## src/rtl/z80_m1_trace.sv

```systemverilog
// z80_m1_trace: observes tv80 M1 opcode fetches, groups prefix bytes with
// their opcode, measures clocks per instruction and queues one record per
// retired instruction in a small first-word-fall-through FIFO.
//
// Optional build macro: TRACE_TSTATE_EN
//   defined     -> per-instruction clock counter is built, o_tstates carries it
//   not defined -> no counter, no FIFO field for it, o_tstates reads 8'h00
module z80_m1_trace #(
    parameter int DEPTH = 4,
    parameter int CW    = $clog2(DEPTH + 1)
) (
    input  logic          i_clk,
    input  logic          i_reset,
    input  logic          i_m1_n,
    input  logic          i_mreq_n,
    input  logic          i_rd_n,
    input  logic [15:0]   i_addr,
    input  logic [7:0]    i_di,
    input  logic          i_ready,
    input  logic          i_clr,
    output logic          o_valid,
    output logic [15:0]   o_pc,
    output logic [7:0]    o_prefix,
    output logic [7:0]    o_opcode,
    output logic [7:0]    o_tstates,
    output logic          o_overflow,
    output logic [CW-1:0] o_count
);

    localparam int AW = (DEPTH > 1) ? $clog2(DEPTH) : 1;

    localparam logic [7:0] B_CB = 8'hCB;
    localparam logic [7:0] B_DD = 8'hDD;
    localparam logic [7:0] B_ED = 8'hED;
    localparam logic [7:0] B_FD = 8'hFD;

    typedef enum logic [2:0] {
        S_IDLE,
        S_IXY,
        S_CBX,
        S_EDX,
        S_DONE
    } state_t;

    // ------------------------------------------------------------------
    // Fetch detection
    // ------------------------------------------------------------------
    logic       fetch;
    logic       fetch_q;
    logic       fetch_start;
    logic       fetch_end;
    logic [7:0] lat;

    assign fetch       = ~i_m1_n & ~i_mreq_n & ~i_rd_n;
    assign fetch_start = fetch & ~fetch_q;
    assign fetch_end   = ~fetch & fetch_q;

    // Remember last clock's fetch condition and the byte seen while fetching
    always_ff @(posedge i_clk) begin
        if (i_reset) begin
            fetch_q <= 1'b0;
            lat     <= 8'h00;
        end else begin
            fetch_q <= fetch;
            if (fetch) begin
                lat <= i_di;
            end
        end
    end

    // ------------------------------------------------------------------
    // Instruction grouping FSM
    // ------------------------------------------------------------------
    state_t      state;
    state_t      state_d;
    logic [15:0] pc;
    logic [15:0] pc_d;
    logic [7:0]  pfx;
    logic [7:0]  pfx_d;
    logic [7:0]  op;
    logic [7:0]  op_d;
    logic        push;

`ifdef TRACE_TSTATE_EN
    logic [7:0]  cnt;
    logic [7:0]  cnt_d;
`endif

    // Next-state: a new fetch in DONE retires the previous instruction,
    // fetch ends classify the byte as prefix or opcode
    always_comb begin
        state_d = state;
        pc_d    = pc;
        pfx_d   = pfx;
        op_d    = op;
        push    = 1'b0;

        if (fetch_start) begin
            case (state)
                S_IDLE: begin
                    pc_d = i_addr;
                end
                S_DONE: begin
                    push    = 1'b1;
                    pc_d    = i_addr;
                    state_d = S_IDLE;
                end
                default: begin
                end
            endcase
        end

        if (fetch_end) begin
            case (state)
                S_IDLE: begin
                    if (lat == B_DD || lat == B_FD) begin
                        pfx_d   = lat;
                        state_d = S_IXY;
                    end else if (lat == B_CB) begin
                        pfx_d   = B_CB;
                        state_d = S_CBX;
                    end else if (lat == B_ED) begin
                        pfx_d   = B_ED;
                        state_d = S_EDX;
                    end else begin
                        pfx_d   = 8'h00;
                        op_d    = lat;
                        state_d = S_DONE;
                    end
                end
                S_IXY: begin
                    if (lat == B_DD || lat == B_FD) begin
                        pfx_d = lat;
                    end else begin
                        op_d    = lat;
                        state_d = S_DONE;
                    end
                end
                S_CBX, S_EDX: begin
                    op_d    = lat;
                    state_d = S_DONE;
                end
                default: begin
                end
            endcase
        end
    end

`ifdef TRACE_TSTATE_EN
    // Clock counter: restarts at 1 on a new instruction, then counts every
    // clock while an instruction is open or a fetch is under way
    always_comb begin
        cnt_d = cnt;
        if (fetch_start && (state == S_IDLE || state == S_DONE)) begin
            cnt_d = 8'd1;
        end else if ((state != S_IDLE || fetch || fetch_q) && cnt != 8'd255) begin
            cnt_d = cnt + 8'd1;
        end
    end
`endif

    // State and instruction fields register
    always_ff @(posedge i_clk) begin
        if (i_reset) begin
            state <= S_IDLE;
            pc    <= 16'h0000;
            pfx   <= 8'h00;
            op    <= 8'h00;
`ifdef TRACE_TSTATE_EN
            cnt   <= 8'h00;
`endif
        end else begin
            state <= state_d;
            pc    <= pc_d;
            pfx   <= pfx_d;
            op    <= op_d;
`ifdef TRACE_TSTATE_EN
            cnt   <= cnt_d;
`endif
        end
    end

    // ------------------------------------------------------------------
    // Record FIFO (first-word-fall-through)
    // ------------------------------------------------------------------
    logic [15:0]   mem_pc  [DEPTH];
    logic [7:0]    mem_pfx [DEPTH];
    logic [7:0]    mem_op  [DEPTH];
`ifdef TRACE_TSTATE_EN
    logic [7:0]    mem_ts  [DEPTH];
`endif
    logic [AW-1:0] wr_ptr;
    logic [AW-1:0] rd_ptr;
    logic [CW-1:0] count;
    logic          overflow;
    logic          full;
    logic          valid;
    logic          pop;
    logic          wr_en;

    assign full  = (count == CW'(DEPTH));
    assign valid = (count != '0);
    assign pop   = valid & i_ready;
    assign wr_en = push & (~full | pop);

    // Storage array; contents only matter where count says an entry is live
    always_ff @(posedge i_clk) begin
        if (wr_en) begin
            mem_pc[wr_ptr]  <= pc;
            mem_pfx[wr_ptr] <= pfx;
            mem_op[wr_ptr]  <= op;
`ifdef TRACE_TSTATE_EN
            mem_ts[wr_ptr]  <= cnt;
`endif
        end
    end

    // Pointers, occupancy and the sticky drop flag (a drop beats a clear)
    always_ff @(posedge i_clk) begin
        if (i_reset) begin
            wr_ptr   <= '0;
            rd_ptr   <= '0;
            count    <= '0;
            overflow <= 1'b0;
        end else begin
            if (wr_en) begin
                wr_ptr <= wr_ptr + AW'(1);
            end
            if (pop) begin
                rd_ptr <= rd_ptr + AW'(1);
            end
            if (wr_en && !pop) begin
                count <= count + CW'(1);
            end else if (!wr_en && pop) begin
                count <= count - CW'(1);
            end
            if (push && full && !pop) begin
                overflow <= 1'b1;
            end else if (i_clr) begin
                overflow <= 1'b0;
            end
        end
    end

    assign o_valid    = valid;
    assign o_count    = count;
    assign o_overflow = overflow;
    assign o_pc       = valid ? mem_pc[rd_ptr]  : 16'h0000;
    assign o_prefix   = valid ? mem_pfx[rd_ptr] : 8'h00;
    assign o_opcode   = valid ? mem_op[rd_ptr]  : 8'h00;
`ifdef TRACE_TSTATE_EN
    assign o_tstates  = valid ? mem_ts[rd_ptr]  : 8'h00;
`else
    assign o_tstates  = 8'h00;
`endif

endmodule
```

## config.mk

```make
export PLATFORM = sky130hd
export DESIGN_NAME = z80_m1_trace
export DESIGN_NICKNAME = d
export VERILOG_FILES = /design/src/rtl/z80_m1_trace.sv
export SDC_FILE = /design/constraint.sdc
export NUM_CORES = 1
export LEC_CHECK = 0
export ABC_AREA = 1
export CORE_MARGIN = 2
export CORE_UTILIZATION = 26
export CTS_CLUSTER_DIAMETER = 200
export DETAILED_ROUTE_END_ITERATION = 8
export GPL_ROUTABILITY_DRIVEN = 0
export PLACE_DENSITY = 0.41
export REMOVE_ABC_BUFFERS = 1
export SYNTH_ARGS = -nofsm -noshare
export SYNTH_HDL_FRONTEND = slang
export SYNTH_SLANG_ARGS = --single-unit
```

## constraint.sdc

```tcl
create_clock -name i_clk -period 5.6 [get_ports i_clk]
set_input_delay 1.68 -clock i_clk [delete_from_list [all_inputs] [get_ports i_clk]]
set_output_delay 1.68 -clock i_clk [all_outputs]
set_load 0.03 [all_outputs]
```

==> results of run 1 <==
-- worst min path at each step --
stage                             from                 endpoint  slack [ns]
2_1_floorplan   rd_ptr[0]$_SDFFE_PP0N_                     flop        0.44
3_3_place_gp    rd_ptr[0]$_SDFFE_PP0N_   rd_ptr[0]$_SDFFE_PP0N_        0.46
3_5_place_dp   o_overflow$_SDFFE_PP0P_  o_overflow$_SDFFE_PP0P_        0.46
4_1_cts        o_overflow$_SDFFE_PP0P_  o_overflow$_SDFFE_PP0P_        0.48
5_1_grt        o_overflow$_SDFFE_PP0P_  o_overflow$_SDFFE_PP0P_        0.50
6_report       o_overflow$_SDFFE_PP0P_  o_overflow$_SDFFE_PP0P_        0.47
-- flip-flops by register name, indices dropped and copies added, names as in the netlist, named ones only --
| signal | flops |
|---|---|
| mem_pc | 64 |
| mem_op | 32 |
| mem_pfx | 32 |
| pc | 16 |
| lat | 8 |
| op | 8 |
| pfx | 8 |
| o_count | 3 |
| state | 3 |
| rd_ptr | 2 |
| wr_ptr | 2 |
| fetch_q | 1 |
| o_overflow | 1 |
-- through the flow --
stage	total power, mW	instance area (µm²)	utilization	std cells
after global placement	2.59	8450	0.303	1135
after global routing	3.91	9040	0.324	1167
final	3.72	9040	0.324	1167
after CTS	3.79	9040	0.324	1167
after floorplan	2.10	7170	-	676
after detailed placement	2.58	8450	0.303	1135
-- cell usage in the layout (no fill, tap or decap), types with 2 or more instances in the layout --
master	netlist	routed
nor2_2	3	5
inv_1	35	35
ha_1	5	5
nand2_4	2	2
nand3_1	8	8
bufinv_16	0	3
nand4_1	3	3
dfxtp_1	54	53
nor2_4	4	6
nand3_2	3	3
inv_2	5	5
a21oi_1	60	60
nand2_2	7	7
clkinv_2	0	3
clkinv_1	2	4
conb_1	1	8
nand2_1	50	50
o21ai_0	98	98
clkinv_4	0	3
clkdlybuf4s50_1	0	67
o21ai_1	2	2
edfxtp_1	128	128
clkinvlp_4	0	3
clkbuf_16	0	17
buf_4	8	14
nor2_1	195	191
-- power breakdown --
group          leakage [nW]  switching, mW  internal, mW  total, mW
combinational          1.26          0.676         0.355       1.03
clock                 0.281          0.498         0.698       1.20
sequential             1.59         0.0343          1.46       1.50
total                  3.13           1.21          2.52       3.72
-- area by class of cell --
type / instances / area, µm² / share of cell area
multi-input combinational: 452 / 2110 / 0.234
tap: 378 / 473 / 0.0523
inverter: 42 / 158 / 0.0174
clock buffer: 18 / 429 / 0.0475
timing repair buffer: 81 / 776 / 0.0858
sequential: 182 / 4930 / 0.545
clock inverter: 14 / 161 / 0.0179
-- logic make-up after synthesis --
| group | count (synthesis) | share of synthesized area |
|---|---|---|
| buffers and inverters | 83 | 0.0521 |
| DFF | 182 | 0.668 |
| adders and majority gates | 6 | 0.0112 |
| and+or+nand+nor | 278 | 0.159 |
| AOI/OAI and AO/OA | 160 | 0.109 |
| other | 1 | 0.000509 |
-- routing by layer --
layer,part of all wire,global-route usage
met3,0.027,0.0247
met5,0,0
met4,0.011,0.0376
met1,0.49,0.163
met2,0.47,0.214
-- worst register-to-register path, stage by stage (launching register included) --
cell and delay [ns]:
dfxtp_1 0.39, nor3_4 0.24, buf_4 0.45, nor2_1 0.19, inv_1 0.10, ha_1 0.14, inv_1 0.06, fa_1 0.38
nor2_1 0.11, nor2_1 0.04, nand2_1 0.07, o21ai_0 0.07, a21oi_1 0.13
==> summary.txt, run 1 <==
Min path
  • Hold-critical path depth: 2
  • Hold WC Path Type: flop to flop

Worst setup path
  • CP max stage cell: clkdlybuf4s50_1
  • FF-to-FF Start: o_count[0]$_SDFFE_PP0P_
  • CP max stage delay: 0.62 ns
  • Data arrival time of the critical path: 2.73 ns
  • Worst EP required: 3.92 ns
  • Kind of critical path: flop to primary output
  • Worst R2R Path Depth: 12
  • Crit path capture type: primary output
  • FF-to-FF setup slack: 3.17 ns
  • CP delay by family, top: buffers and inverters
  • FF-to-FF End: o_count[2]$_SDFFE_PP0P_
  • Critical Path, Cell by Cell: clkinv_1 > buf_4 > o21ai_0 > a21oi_1 > clkdlybuf4s50_1
  • Crit path depth: 5
  • Setup crit start kind: flop
  • Worst-path fanout max: 25
  • Worst path buffer plus inverter count: 3
  • Worst setup path endpoint: o_pc[10]

Logic synthesis
  • Netlist Area Pre-Place: 7370 µm²
  • Cells after Synth: 710
  • Synth async-reset ratio: 0
  • Post-synth top cells: nor2_1 (195), edfxtp_1 (128), o21ai_0 (98), a21oi_1 (60), dfxtp_1 (54)
  • Top-count cell post-synth: nor2_1
  • Synth cell types: 28
  • Seq/Total Area, Yosys: 0.668
  • Post-synth top area cell: edfxtp_1
  • Ranking of synthesized cells by area: edfxtp_1 (52%), dfxtp_1 (15%), nor2_1 (9.9%), o21ai_0 (6.7%), a21oi_1 (4.1%)
  • Synth Warn #: 0
  • EDFF count, synth: 128
  • Top-area cell type share of the netlist area: 0.521
  • Synth Area per Inst: 10.4 µm²
  • Top FF cell, synth: edfxtp_1
  • Seq cells post-synth: 182

Finish
  • Fraction of layout cells with a size suffix above 1: 0.0938
  • Fillers: 2844
  • P&R area growth vs syn: 22.6%
  • N_diodes: 0
  • # nets final: 813

Placed design
  • Pre-CTS setup slack: 1.48 ns
  • Final HPWL DP: 10800 µm
  • Port Buffers: 67

Floorplan
  • I/O pin count: 76
  • Die Height: 172 µm
  • Initial core utilization: 0.265
  • Die Area: 29700 µm²
  • Placeable Area: 27900 µm²
  • Die W: 172 µm
  • Num rows: 61

Drt
  • TritonRoute pass-1 iters: 4
  • DR vias/cell: 4.19
  • WL final: 17600 µm
  • Drt wl/cell: 15.1 µm
  • Via count: 4887
  • Iter 0 DRT Violations: 281
  • DRC viols: 0
  • Post-DRT Antenna Nets: 0

Global routing
  • Global-route wire length before repair: 27900 µm
  • GRT Total Usage: 0.126
  • Vias in the first global route: 4930
  • Grt total ovfl: 0
  • Largest net degree at the start of global routing: 65
  • Initial antenna violation count: 0

Timing
  • Setup TNS: 0 ns
  • RSZ-0062 raised after global routing: no
  • Slew margin rel.: 0.373
  • Final Hold Fails: 0
  • Slew @ Worst Pin: 0.940 ns
  • Final setup viols: 0
  • Final Max Slew Viols: 0
  • Setup Skew: 0.00928 ns
  • Fin crit period: 4.41 ns
  • Worst Slack Setup Final: 1.19 ns
  • FMAX: 227 MHz
  • Crit share post-route: 0.788
  • Fin Hold WS: 0.469 ns

CTS
  • CTS Buf Count: 17
  • Clk sinks: 182
  • TritonCTS clock tree: yes
  • CTS Root Cell: clkbuf_16
  • H-tree Lvls: 4
  • Post-CTS Hold Buffers: 0
  • Clock Latency Late Sink: 0.42 ns
  • PostCTS Resize Cnt: 0
  • Clock slew at reported path FFs: 0.07 ns
  • Number of setup buffers added after CTS: 0
  • Max clock buf depth: 2

Power and ir drop
  • PD cells: 412 nW/µm²
  • Peak supply drop: 0.000179 V
  • Leak: 3.13 nW

Job
  • Max Cap Viol: 0

Outcome
  • Status: completed
Power figures use the tool's default switching activity.
==> run 2: changes to the inputs <==
--- a/config.mk
+++ b/config.mk
@@ -11,7 +11,7 @@
 export CTS_CLUSTER_DIAMETER = 200
 export DETAILED_ROUTE_END_ITERATION = 8
 export GPL_ROUTABILITY_DRIVEN = 0
-export PLACE_DENSITY = 0.41
+export PLACE_DENSITY = 0.42
 export REMOVE_ABC_BUFFERS = 1
 export SYNTH_ARGS = -nofsm -noshare
 export SYNTH_HDL_FRONTEND = slang
==> constraint.sdc (replaced) <==
create_clock -name i_clk -period 3.98 [get_ports i_clk]
set_input_delay 1.194 -clock i_clk [delete_from_list [all_inputs] [get_ports i_clk]]
set_output_delay 1.194 -clock i_clk [all_outputs]
set_load 0.03 [all_outputs]
==> run 2 against run 1 <==
Compared with the run above: routed wire length down 1.2%; register-to-register slack worse by 1.4 ns; clock power up 50%; combinational power up 57%; cell area up 2.7%; die area unchanged; clock skew up 0.0017 ns; critical path depth unchanged; first-iteration DRC count down 2.5%; non-clock buffer count up 3; global-route usage down 0.27 points; critical path type unchanged; critical endpoint is now o_prefix[3]; largest cell class unchanged; largest power group unchanged.
==> summary.txt, run 2 (synthesis gave the netlist of run 1 again) <==
Worst setup path
  • FF-to-FF End: o_count[2]$_SDFFE_PP0P_
  • FF-to-FF setup slack: 1.73 ns
  • Setup crit start kind: flop
  • Worst-path fanout max: 27
  • Crit path capture type: primary output
  • Kind of critical path: flop to primary output
  • FF-to-FF Start: state[1]$_SDFF_PP0_
  • Data arrival time of the critical path: 2.33 ns
  • Worst EP required: 2.79 ns
  • Worst R2R Path Depth: 13

Timing
  • Final Max Slew Viols: 0
  • FMAX: 284 MHz
  • Slew margin rel.: 0.364
  • Setup TNS: 0 ns
  • Final Hold Fails: 0
  • Slew @ Worst Pin: 0.948 ns
  • Fin Hold WS: 0.468 ns
  • Crit share post-route: 0.885
  • Setup Skew: 0.0110 ns
  • RSZ-0062 raised after global routing: no
  • Fin crit period: 3.52 ns
  • Worst Slack Setup Final: 0.458 ns
  • Final setup viols: 0

Min path
  • Hold WC Path Type: flop to flop
  • Hold Path Origin: rd_ptr[1]$_SDFFE_PP0N_
  • Hold-critical path depth: 2

Finish
  • Register Area: 4930 µm²
  • Max reg flops: 64
  • P&R area growth vs syn: 25.9%
  • Commonest non-fill, non-tap cell in the layout: nor2_1
  • N_diodes: 0
  • Top Registers: mem_pc: 64 flops, mem_op: 32 flops, mem_pfx: 32 flops
  • Util after Layout: 0.333
  • Biggest register: mem_pc
  • Fraction of layout cells with a size suffix above 1: 0.140
  • Fillers: 2831
  • # nets final: 816
  • Multi-input gate area: 2120 µm²
  • Final Instance Area: 9280 µm²
  • Commonest non-fill, non-tap cells in the layout: nor2_1 (191), edfxtp_1 (128), o21ai_0 (98)

Global routing
  • Initial antenna violation count: 0
  • Largest net degree at the start of global routing: 65
  • GRT Total Usage: 0.123
  • Global-route wire length before repair: 27100 µm
  • Grt total ovfl: 0
  • Vias in the first global route: 4772

Floorplan
  • Initial core utilization: 0.265
  • Num rows: 61
  • Placeable Area: 27900 µm²
  • Die W: 172 µm
  • Die Area: 29700 µm²
  • I/O pin count: 76
  • Die Height: 172 µm

CTS
  • PostCTS Resize Cnt: 0
  • Post-CTS Hold Buffers: 0
  • CTS Root Cell: clkbuf_16
  • Clock Latency Late Sink: 0.43 ns
  • Max clock buf depth: 2
  • CTS Buf Count: 17
  • Clock slew at reported path FFs: 0.07 ns
  • Number of setup buffers added after CTS: 0
  • Clk sinks: 182
  • H-tree Lvls: 4
  • TritonCTS clock tree: yes

Placed design
  • Pre-CTS setup slack: 0.419 ns
  • Port Buffers: 67
  • Placed instance area: 8650 µm²
  • Final HPWL DP: 10400 µm

Power and ir drop
  • PD cells: 594 nW/µm²
  • Leak: 3.27 nW
  • Peak supply drop: 0.000277 V

Drt
  • WL final: 17400 µm
  • Iter 0 DRT Violations: 274
  • Via count: 4866
  • DR vias/cell: 4.16
  • TritonRoute pass-1 iters: 4
  • Post-DRT Antenna Nets: 0
  • DRC viols: 0
  • Drt wl/cell: 14.9 µm

Outcome
  • Status: completed

Job
  • Max Cap Viol: 0
==> run 2: layout make-up <==
type                            instances  area share
Multi-Input combinational cell        452       0.229
Clock buffer                           18      0.0463
Sequential cell                       182       0.531
Inverter                               42      0.0170
Clock inverter                         14      0.0216
Tap cell                              378      0.0510
Timing Repair Buffer                   84       0.104
==> run 2: per-layer routing <==
layer  GRT usage  wire (µm)  vias up
li1            -          -     2517
met3      0.0298        599       17
met2       0.202       8180       90
met5           0          0        -
met1       0.160       8360     2242
met4      0.0413        231        0
==> run 2: power breakdown <==
group	internal (mW)	total (mW)	switching (mW)
registers	2.06	2.10	0.0451
logic	0.613	1.62	1.00
clock network	1.06	1.80	0.736
total	3.73	5.51	1.79
==> run 2: worst max path at each step <==
stage                start                       to  slack (ns)  cells after the start
global placement    i_m1_n  o_count[2]$_SDFFE_PP0P_        0.44                     14
floorplan             flop              o_opcode[6]       -0.41                      3
detailed placement  i_m1_n  o_count[2]$_SDFFE_PP0P_        0.42                     14
finish                flop              o_prefix[3]        0.46                      5
global route          flop                  o_pc[4]        0.19                      5
CTS                   flop              o_prefix[3]        0.37                      5
==> run 2: metrics by stage <==
step           std cells  total power, mW
2_1_floorplan        676             2.96
3_3_place_gp        1138             3.81
3_5_place_dp        1138             3.81
4_1_cts             1170             5.62
5_1_grt             1170             5.79
6_report            1170             5.51
==> run 2: critical path: stages (launching register included) <==
cell and delay, ns:
dfxtp_2 0.34, clkinv_1 0.51, buf_4 0.46, o21ai_0 0.24, a21oi_1 0.15, buf_4 0.19
==> patch, RTL diff (config.mk and constraints of run 2) <==
Set the parameter `DEPTH` to 8 (it was 4).
--- a/src/rtl/z80_m1_trace.sv
+++ b/src/rtl/z80_m1_trace.sv
@@ -8,3 +8,3 @@
 module z80_m1_trace #(
-    parameter int DEPTH = 4,
+    parameter int DEPTH = 8,
     parameter int CW    = $clog2(DEPTH + 1)
Ports: changed (resized o_count); port bits go from 76 to 77. No check against the original RTL was run, so the function may have changed too.
==> patch against run 2 <==
Sequential cell count grew 132. Area after synthesis grew 70%. Setup slack lost 0.18 ns. Power grew 87%. Register-to-register slack lost 0.09 ns. Cell area grew 64%. Maximum frequency shrank 5.0%. Routed wire length grew 84%. Critical endpoint is now o_pc[11].
==> patch: results (changes against run 2) <==
| Metric | Value |
|---|---|
| Worst-Skew Late Latency | `0.55 ns (+0.12 ns)` |
| Number of buffers created by CTS | `38 (+21)` |
| Largest vdd supply drop | `0.4697 mV (+70%)` |
| Wire length of the first global-routing pass | `49,420 µm (+83%)` |
| Fraction of the cycle the final worst path needs | `0.9314 (+0.04648)` |
| Inst Count DP | `1,728 (+52%)` |
| Total wirelength of the detailed-routed design | `32,020 µm (+84%)` |
| Biggest area contributors in the synthesized netlist | `edfxtp_1 61%, dfxtp_1 9.3%, nor2_1 8.2%, o21ai_0 7.2%, mux2i_1 2.6%` |
| Switching power | `3547 µW (+99%)` |
| Number of enable flip-flop cells after synthesis | `256 (+100%)` |
| Relative contribution of combinational cells to total power | `0.300 (+0.007)` |
| Count of vias placed by the detailed router | `8,039 (+65%)` |
| Largest driver fanout on the critical path | `25 (-7.4%)` |
| Routed wirelength normalized by instance count | `17.80 µm (+20%)` |
| Worst clock skew | `0.01749 ns (+0.006507 ns)` |
| Cell area after placement | `13,970 µm² (+62%)` |
| Number of buffers between clock root and the deepest sink | `3 (+1)` |
| Post-Synthesis Mean Instance Area | `11.60 µm² (+12%)` |
| Part of the Yosys area used for sequential elements | `0.7077 (+0.03956)` |
| First DRT Iteration DRCs | `599 (+120%)` |
| PortBufs | `68 (+1.5%)` |
| Fillcell total | `4,849 (+71%)` |
| Result of the run | `finished, final reports clean` |
| Total number of nets in the final design | `1,191 (+46%)` |
| Worst-case reg-to-reg path depth | `12 (-1)` |
| Startpoint of the lowest-slack hold path | `o_overflow` |
| Largest registers | `mem_pc (128), mem_op (64), mem_pfx (64)` |
| Arrival time at the worst endpoint | `2.51 ns (+0.18 ns)` |
| Leading post-synthesis cells by instance count | `273 x nor2_1, 256 x edfxtp_1, 179 x o21ai_0` |
| Flip-flop count of the largest register after layout | `128 (+100%)` |
| DP Wirelength | `18,930 µm (+83%)` |
| Maximum number of pins on one net before global-route repair | `55 (-15%)` |
-- patch: cell types whose count changed in the layout (fill, tap and decap cells not counted), moves of 18 or more --
cell              run 2  this run
a21oi_1              60        27
nor2_1              191       267
edfxtp_1            128       256
buf_4                29        47
clkbuf_16            17        39
o22ai_1               0        32
mux2i_1               0        32
o21ai_0              98       179
-- patch: kinds of logic after synthesis --
logic type	after synthesis	synth area share
other	1	0.0002999
and+or+nand+nor	360	0.1134
muxes	32	0.02562
DFF	314	0.7077
buffers and inverters	105	0.03763
xor gates and xnor gates	4	0.002802
AOI/OAI and AO/OA	256	0.1060
adders and majority gates	6	0.006605
-- patch: worst min-delay path by stage --
| stage | cells after the start | to | slack (ns) |
|---|---|---|---|
| 2_1_floorplan | 2 | flop | 0.43 |
| 5_1_grt | 2 | o_overflow | 0.49 |
| 3_3_place_gp | 2 | rd_ptr[2] | 0.46 |
| 4_1_cts | 2 | rd_ptr[2] | 0.47 |
| 3_5_place_dp | 2 | rd_ptr[2] | 0.46 |
| 6_report | 2 | o_overflow | 0.47 |
-- patch: repair_timing --
item	in CTS	in global routing
setup buffers	0	1
gates resized for setup	1	4
setup endpoints to repair	1	15
pin swaps	0	0
gates cloned	0	0
-- patch: layout make-up --
type                    instances  share of cell area
multi-input cells             666              0.2146
inverters                      35            0.008783
repair buffers                 99             0.06345
clock buffers                  51             0.06764
well taps                     615             0.05048
clock inverters                19             0.01412
flip-flops and latches        314              0.5810
-- patch: layer usage --
metal  wire length [µm]  track usage  part of all wire  vias to the layer above
li1                   -            -                 -                     3932
met1              16190       0.1899              0.51                     3911
met2              13980       0.1969              0.44                      151
met3               1289      0.02713             0.040                       45
met5                  0            0                 0                        -
met4                557      0.03226             0.017                        0
